===== config.mk =====
export PLATFORM = sky130hd
export DESIGN_NAME = key_entry
export DESIGN_NICKNAME = d
export VERILOG_FILES = /design/src/rtl/key_entry.sv
export SDC_FILE = /design/constraint.sdc
export NUM_CORES = 1
export LEC_CHECK = 0
export CAP_MARGIN = 20
export CORE_ASPECT_RATIO = 0.8
export CORE_MARGIN = 2
export CORE_UTILIZATION = 40
export DETAILED_ROUTE_END_ITERATION = 8
export GPL_TIMING_DRIVEN = 0
export HOLD_SLACK_MARGIN = 0.1
export PLACE_DENSITY = 0.69
export SLEW_MARGIN = 40
export SYNTH_ARGS = -nofsm -noshare
export SYNTH_HDL_FRONTEND = slang
export SYNTH_SLANG_ARGS = --single-unit

===== constraint.sdc =====
create_clock -name Clk -period 2.95 [get_ports Clk]
set_input_delay 0.59 -clock Clk [delete_from_list [all_inputs] [get_ports Clk]]
set_output_delay 0.59 -clock Clk [all_outputs]
set_load 0.01 [all_outputs]

===== src/rtl/key_entry.sv =====
// key_entry: PS/2 set-2 hex key entry buffer with mode select and Enter commit.
// Build option KEY_ENTRY_PARTIAL_EN: allow committing a partially filled buffer.
module key_entry (
    input  logic         Clk,
    input  logic         Reset,
    input  logic         scan_valid,
    input  logic [7:0]   scan_code,
    output logic [127:0] keyboard,
    output logic         Enter,
    output logic [1:0]   Option,
    output logic [5:0]   digit_count,
    output logic         entry_full
);
    typedef enum logic [1:0] {MAKE, BREAK, EXT} state_t;
    state_t state, state_nx;
    logic [127:0] kb_base, kb_nx;
    logic [5:0] cnt_base, cnt_nx;
    logic [1:0] opt_nx;
    logic enter_nx, make, is_hex, can_commit;
    logic [3:0] nibble;
    always_comb begin
        is_hex = 1'b1;
        nibble = 4'h0;
        case (scan_code)
            8'h45: nibble = 4'h0;
            8'h16: nibble = 4'h1;
            8'h1E: nibble = 4'h2;
            8'h26: nibble = 4'h3;
            8'h25: nibble = 4'h4;
            8'h2E: nibble = 4'h5;
            8'h36: nibble = 4'h6;
            8'h3D: nibble = 4'h7;
            8'h3E: nibble = 4'h8;
            8'h46: nibble = 4'h9;
            8'h1C: nibble = 4'hA;
            8'h32: nibble = 4'hB;
            8'h21: nibble = 4'hC;
            8'h23: nibble = 4'hD;
            8'h24: nibble = 4'hE;
            8'h2B: nibble = 4'hF;
            default: is_hex = 1'b0;
        endcase
    end
    // The buffer clears on the edge after the Enter pulse; any byte in that
    // cycle is applied on top of the cleared buffer.
    assign kb_base  = Enter ? '0 : keyboard;
    assign cnt_base = Enter ? '0 : digit_count;
`ifdef KEY_ENTRY_PARTIAL_EN
    assign can_commit = cnt_base != 6'd0;
`else
    assign can_commit = cnt_base == 6'd32;
`endif
    always_comb begin
        state_nx = state;
        kb_nx    = kb_base;
        cnt_nx   = cnt_base;
        opt_nx   = Option;
        enter_nx = 1'b0;
        make     = 1'b0;
        if (scan_valid) begin
            case (state)
                MAKE: begin
                    state_nx = scan_code == 8'hF0 ? BREAK : scan_code == 8'hE0 ? EXT : MAKE;
                    make     = scan_code != 8'hF0 && scan_code != 8'hE0;
                end
                BREAK:   state_nx = MAKE;
                default: state_nx = scan_code == 8'hF0 ? BREAK : MAKE;
            endcase
        end
        if (make) begin
            if (is_hex) begin
                if (cnt_base != 6'd32) begin
                    kb_nx  = {kb_base[123:0], nibble};
                    cnt_nx = cnt_base + 6'd1;
                end
            end else begin
                case (scan_code)
                    8'h66: if (cnt_base != 6'd0) begin
                        kb_nx  = {4'h0, kb_base[127:4]};
                        cnt_nx = cnt_base - 6'd1;
                    end
                    8'h05: opt_nx = 2'b00;
                    8'h06: opt_nx = 2'b01;
                    8'h76: begin
                        opt_nx = 2'b10;
                        kb_nx  = '0;
                        cnt_nx = '0;
                    end
                    8'h5A: enter_nx = !Option[1] && can_commit;
                    default: ;
                endcase
            end
        end
    end
    always_ff @(posedge Clk or negedge Reset) begin
        if (!Reset) begin
            state       <= MAKE;
            keyboard    <= '0;
            digit_count <= '0;
            Option      <= 2'b11;
            Enter       <= 1'b0;
        end else begin
            state       <= state_nx;
            keyboard    <= kb_nx;
            digit_count <= cnt_nx;
            Option      <= opt_nx;
            Enter       <= enter_nx;
        end
    end
    assign entry_full = digit_count == 6'd32;
endmodule


==> results of run 1 <==
## worst reg2reg max path, cell delays in order (launching register included)
cell and delay [ns]:
dfrtp_1 0.40, buf_4 0.20, inv_1 0.08, clkbuf_4 0.20, nand2_1 0.11, ha_2 0.24, nor2b_2 0.18, and3_4 0.21
a31oi_4 0.22, o22ai_4 0.14, buf_6 0.18, buf_4 0.18, a221o_1 0.34
## layer usage
metal | GRT usage | wire, um | vias to the layer above
met2 | 0.334 | 9590 | 290
met1 | 0.345 | 10200 | 3366
met5 | 0 | 0 | -
li1 | - | - | 2910
met3 | 0.0420 | 1350 | 40
met4 | 0.0876 | 465 | 0
## path summary, 6_finish.rpt
| kind | startpoint | endpoint | slack (ns) | depth (start not counted) |
|---|---|---|---|---|
| max | scan_code[2] | keyboard[52]$_DFF_PN0_ | 0.1 | 9 |
| min | Reset | keyboard[73]$_DFF_PN0_ | 0.11 | 1 |
| max reg2reg | Enter$_DFF_PN0_ | keyboard[99]$_DFF_PN0_ | 0.14 | 12 |
| min reg2reg | Option[1]$_DFFE_PN1P_ | Option[1]$_DFFE_PN1P_ | 0.50 | 2 |
| max in group asynchronous | Reset | Option[0]$_DFFE_PN1P_ | 2.06 | 2 |
| min in group Clk | Option[1]$_DFFE_PN1P_ | Option[1]$_DFFE_PN1P_ | 0.50 | 2 |
## flip-flops by register name, summed over array words and instances (netlist names)
signal / flops
Enter: 1
state: 2
Option: 2
keyboard: 128
digit_count: 6
## kinds of logic after synthesis
family | count (synthesis)
and+or+nand+nor | 221
AOI/OAI and AO/OA | 196
DFF | 139
buffers and inverters | 78
xor gates and xnor gates | 4
muxes | 3
adders and majority gates | 2
## stage by stage
step	hold slack (ns)	utilization
after floorplan	0.294	-
after global placement	0.500	0.509
after detailed placement	0.495	0.511
after CTS	0.142	0.546
after global routing	0.157	0.551
final	0.107	0.551
## final cells by class
type,count,area (um2),share of cell area
flip-flops and latches,139,3480,0.366
clock inverters,10,92.6,0.00973
plain buffers,67,402,0.0422
well taps,225,282,0.0296
multi-input cells,426,3200,0.336
repair buffers,152,1550,0.163
clock buffers,21,470,0.0495
inverters,10,37.5,0.00395
## power breakdown
part | internal [mW] | leakage, nW | total, mW | switching (mW)
clock network | 1.22 | 0.267 | 2.04 | 0.818
logic | 0.353 | 2.35 | 0.754 | 0.401
registers | 2.00 | 1.90 | 2.13 | 0.138
## timing repair
item / 4_1_cts / 5_1_grt
resized for setup: 18 / 26
endpoints found under the setup margin: 129 / 130
pin swaps: 1 / 2
buffers inserted: 2 / 2
## cell usage in the layout (no fill, tap or decap), types with 4 or more instances in the layout
cell             synthesis  final
a21oi_1                 20     20
a221o_1                118    118
a22o_1                   4      4
a31oi_1                  4      4
and3_1                 123    122
buf_4                   10     14
buf_6                    9     10
clkbuf_1                39     29
clkbuf_16                0     17
clkbuf_2                 0      9
clkbuf_4                 0      6
clkdlybuf4s50_1          0    141
clkinvlp_4               0      4
dfrtp_1                137    137
dlymetal6s2s_1           0      5
inv_1                   10     10
nand2_1                 24     24
nand2b_1                 4      4
nand3_1                 11     11
nor2_1                  15     14
nor2b_1                 10      7
nor3_1                   5      4
o211ai_1                 6      6
o21ai_0                 11      9
o22ai_1                  7      7
o32ai_1                  4      4
==> impl_metrics.tcl, run 1 <==
set metrics [dict create \
    vias 6606 \
    clock-root-buffer "clkbuf_16" \
    setup_violations 0 \
    first_iter_violations 587 \
    htree_levels 4 \
    start_util 0.407 \
    numPortBuffers 147 \
    drive_gt1_frac 0.121 \
    synth_edf_count 0 \
    placed_cells 1016 \
    cpLargestDelayFamily "buffers and inverters" \
    end_kind "register" \
    synth_xor_area_frac 0.00498 \
    powerDensity_nw_per_um2 518 \
    setup-tns-final_ns 0 \
    hold_violations 0 \
    path_cells "clkdlybuf4s50_1 > or4b_4 > o31a_1 > and3_1 > buf_2 > nor3_4 > buf_6 > buf_4 > a221o_1" \
    ys_ff_latch 139 \
    synth-adder-area-share 0.00356 \
    synth_compound_area_frac 0.246 \
    stdcell_count 1050 \
    tritoncts "yes" \
    place_area_um2 8820 \
    overflow 0 \
    ys_seq_area_frac 0.495 \
    antenna_found_initial 0 \
    arrival_ns 3.21 \
    async_flop_share 1.00 \
    wirelength_um 21600 \
    first_global_vias 6262 \
    start_kind "primary input" \
    slew_headroom 0.521 \
    fmax_ghz 0.351 \
    max_stage_delay_ns 0.53 \
    io-pin-count 149 \
    finalCritPeriodShare 0.966 \
    syn-cell-area_um2 7030 \
    postRouteAntennaNets 0 \
    clkSlewWorstSetupHoldPaths_ns 0.06 \
    synth_top_family_by_area "compound AO/OA/AOI/OAI gates" \
    dr.pass1.iters 5 \
    chipWidth_um 152 \
    power_mw 4.93 \
    numCtsBuffers 17 \
    yosysUniqueCellTypes 62 \
    fp.coreArea_um2 17300 \
    synth_top_cell_by_area "dfrtp_1" \
    slew_viol_final 0 \
    cp.required_ns 3.31 \
    dp_slack_ns -1.03 \
    fin_nets 826 \
    crit_buf_inv 4 \
    yosysMostFrequentCell "dfrtp_1" \
    skew_ns 0.00776 \
    path_max_fanout 10 \
    maxCapViolCount 0 \
    clk_path_buf_depth 2 \
    area_growth_pct 35.3 \
    grtUsageTotal 0.231 \
    synth_area_leaders "dfrtp_1 49%, a221o_1 17%, and3_1 11%" \
    row_count 43 \
    worstSkewPairLatency_ns 0.42 \
    yosysTopAreaCellShare 0.488 \
    synth_nets 656 \
    peakVddDrop_mv 0.388 \
    wl_per_cell_um 20.6 \
    drc_errors 0 \
    worst_slew_pin_slew_ns 0.711 \
    synthTopCellsByCount "137 x dfrtp_1, 123 x and3_1, 118 x a221o_1" \
    synthFlopType "dfrtp_1" \
    crit_type "in -> reg" \
    cts_hold_buf 0 \
    die_area_um2 18700 \
    p_leak_nw 4.52 \
    hp-class "in -> async" \
    status "completed" \
    slowest_stage "clkdlybuf4s50_1" \
    fin_crit_ns 2.85 \
    die_h_um 123 \
    clock-sinks 139 \
    place_congestion 0.905 \
    final.fill_count 1479 \
    diodes 0 \
    grt_max_degree 73 \
    synthCells 643 \
    via_per_inst 6.29 \
    synth_area_per_cell_um2 10.9 \
    fin_ws_ns 0.0992 \
    synthMuxAreaShare 0.00445 \
    yosysWarnings 0 \
    fin_area_um2 9510 \
    synthSimpleGateAreaFrac 0.189 \
    grt_pass1_wl_um 34400 \
    dp_hpwl_um 15000 \
]
Note: power is estimated with default switching activity, not from simulation.
==> run 2, diff against run 1 <==
--- a/config.mk
+++ b/config.mk
@@ -8,11 +8,12 @@
 export CAP_MARGIN = 20
 export CORE_ASPECT_RATIO = 0.8
 export CORE_MARGIN = 2
-export CORE_UTILIZATION = 40
+export CORE_UTILIZATION = 47
 export DETAILED_ROUTE_END_ITERATION = 8
 export GPL_TIMING_DRIVEN = 0
 export HOLD_SLACK_MARGIN = 0.1
-export PLACE_DENSITY = 0.69
+export PLACE_DENSITY = 0.79
+export REMOVE_ABC_BUFFERS = 1
 export SLEW_MARGIN = 40
 export SYNTH_ARGS = -nofsm -noshare
 export SYNTH_HDL_FRONTEND = slang
==> run 2 against run 1 <==
  * Die area down 14%
  * Highest routed layer unchanged
  * Global-route usage up 0.96 points
  * Clock skew up 0.0031 ns
  * Largest power group is now clock
  * First-iteration DRC count up 3.9%
  * Critical endpoint is now keyboard[71]$_DFF_PN0_
  * Cell area down 0.88%
==> impl_metrics.tcl, run 2 (same netlist as run 1, synthesis figures left out) <==
set metrics [dict create \
    status "completed" \
    htree_levels 4 \
    grt_pass1_wl_um 31300 \
    rsz0062_at_grt "false" \
    drc_errors 0 \
    start_util 0.487 \
    slew_headroom 0.611 \
    placed_cells 926 \
    cts_hold_buf 0 \
    slew_viol_final 0 \
    io-pin-count 149 \
    die_area_um2 16000 \
    drive_gt1_frac 0.120 \
    regArea_um2 3480 \
    diodes 0 \
    final.fill_count 1132 \
    die_h_um 113 \
    dr.pass1.iters 6 \
    hold_violations 0 \
    setup_violations 0 \
    first_global_vias 5939 \
    wl_per_cell_um 19.9 \
    multiInputGateArea_um2 3190 \
    wirelength_um 19300 \
    place_congestion 0.908 \
    via_per_inst 6.60 \
    tritoncts "yes" \
    finalCritPeriodShare 0.967 \
    stdcell_count 970 \
    first_iter_violations 610 \
    reg.largest.list "keyboard x128, digit_count x6" \
    top_register "keyboard" \
    overflow 0 \
    peakVddDrop_mv 0.385 \
    fp.coreArea_um2 14400 \
    largest_register_ff_count 128 \
    maxCapViolCount 0 \
    worstSkewPairLatency_ns 0.42 \
    powerDensity_nw_per_um2 534 \
    worst_slew_pin_slew_ns 0.582 \
    dr_wl_met3_um 1290 \
    fin_crit_ns 2.85 \
    antenna_found_initial 0 \
    area_growth_pct 34.1 \
    fin_nets 786 \
    vias 6404 \
    grt_max_degree 72 \
    ff2ff_setup_slack_ns 0.23 \
    grtUsageTotal 0.241 \
    clock-root-buffer "clkbuf_16" \
    dp_hpwl_um 12500 \
    clock-sinks 139 \
    skew_ns 0.0108 \
    final_util 0.653 \
    clkSlewWorstSetupHoldPaths_ns 0.06 \
    r2r_cells 10 \
    layout_common_cells "139 x clkdlybuf4s50_1, 136 x dfrtp_1, 121 x and3_1" \
    end_kind "register" \
    rr_endpoint "keyboard[106]$_DFF_PN0_" \
    highest_layer "met4" \
    chipWidth_um 141 \
    wl_met2_um 9000 \
    row_count 39 \
    numPortBuffers 148 \
    numCtsBuffers 17 \
    arrival_ns 3.20 \
    p_leak_nw 4.47 \
    path_max_fanout 17 \
    start_kind "primary input" \
    clk_path_buf_depth 2 \
    postRouteAntennaNets 0 \
    crit_type "in -> reg" \
    r2r_start "Enter$_DFF_PN0_" \
    hp-class "in -> async" \
    final_common_cell "clkdlybuf4s50_1" \
    fmax_ghz 0.351 \
    wl_met1_um 8350 \
    cp.required_ns 3.30 \
]
==> run 2: per-stage QoR <==
stage | hold slack, ns | setup TNS [ns] | power, mW | worst slack, ns | cell area [um2]
after global placement | 0.496 | -1030.10 | 2.82 | -4.01 | 8370
after CTS | 0.139 | 0 | 5.06 | 0.0126 | 9390
after floorplan | 0.294 | -243.39 | 2.47 | -1.93 | 6660
after global routing | 0.153 | 0 | 5.23 | 0.0297 | 9430
after detailed placement | 0.507 | -121.12 | 2.88 | -1.13 | 8720
final | 0.106 | 0 | 5.04 | 0.0971 | 9430
==> run 2: worst max-delay path by stage <==
stage	from	end	slack, ns	cells past startpoint
global placement	Reset	digit_count[2]$_DFF_PN0_	-4.01	1
CTS	Enter$_DFF_PN0_	keyboard[106]$_DFF_PN0_	0.01	10
global route	scan_code[2]	keyboard[71]$_DFF_PN0_	0.03	9
finish	scan_code[2]	keyboard[71]$_DFF_PN0_	0.1	9
detailed placement	scan_code[4]	keyboard[63]$_DFF_PN0_	-1.13	9
floorplan	Enter$_DFF_PN0_	keyboard[100]$_DFF_PN0_	-1.93	8
==> run 2: area by class of cell <==
cell class,instances,area share
Timing Repair Buffer,178,0.198
Tap cell,184,0.0244
Clock buffer,19,0.0480
Multi-Input combinational cell,426,0.338
Timing Repair inverter,1,0.000531
Sequential cell,139,0.370
Clock inverter,13,0.0166
Inverter,10,0.00438
==> run 2: routing by layer <==
metal,up-vias,global-route usage
met5,-,0
met4,0,0.119
met3,57,0.0474
met2,289,0.367
met1,3227,0.332
li1,2831,-
==> run 2: worst max-delay path: stages <==
cell and delay, ns:
clkdlybuf4s15_1 0.45, or4b_1 0.54, o31a_1 0.38, and3_2 0.31, nor3_4 0.16, buf_6 0.20
buf_6 0.19, buf_6 0.19, a221o_1 0.17
==> run 2: where the power goes <==
group	internal, mW	total, mW	switching, mW
Combinational	0.353	0.734	0.381
Clock	1.31	2.18	0.864
Sequential	2.00	2.13	0.132
Total	3.66	5.04	1.38
==> run 2: what timing repair did <==
action / in CTS / in global routing
setup endpoints to repair: 131 / 122
gates cloned: 0 / 1
pin swaps: 3 / 1
setup buffers: 5 / 6
resized for setup: 21 / 14
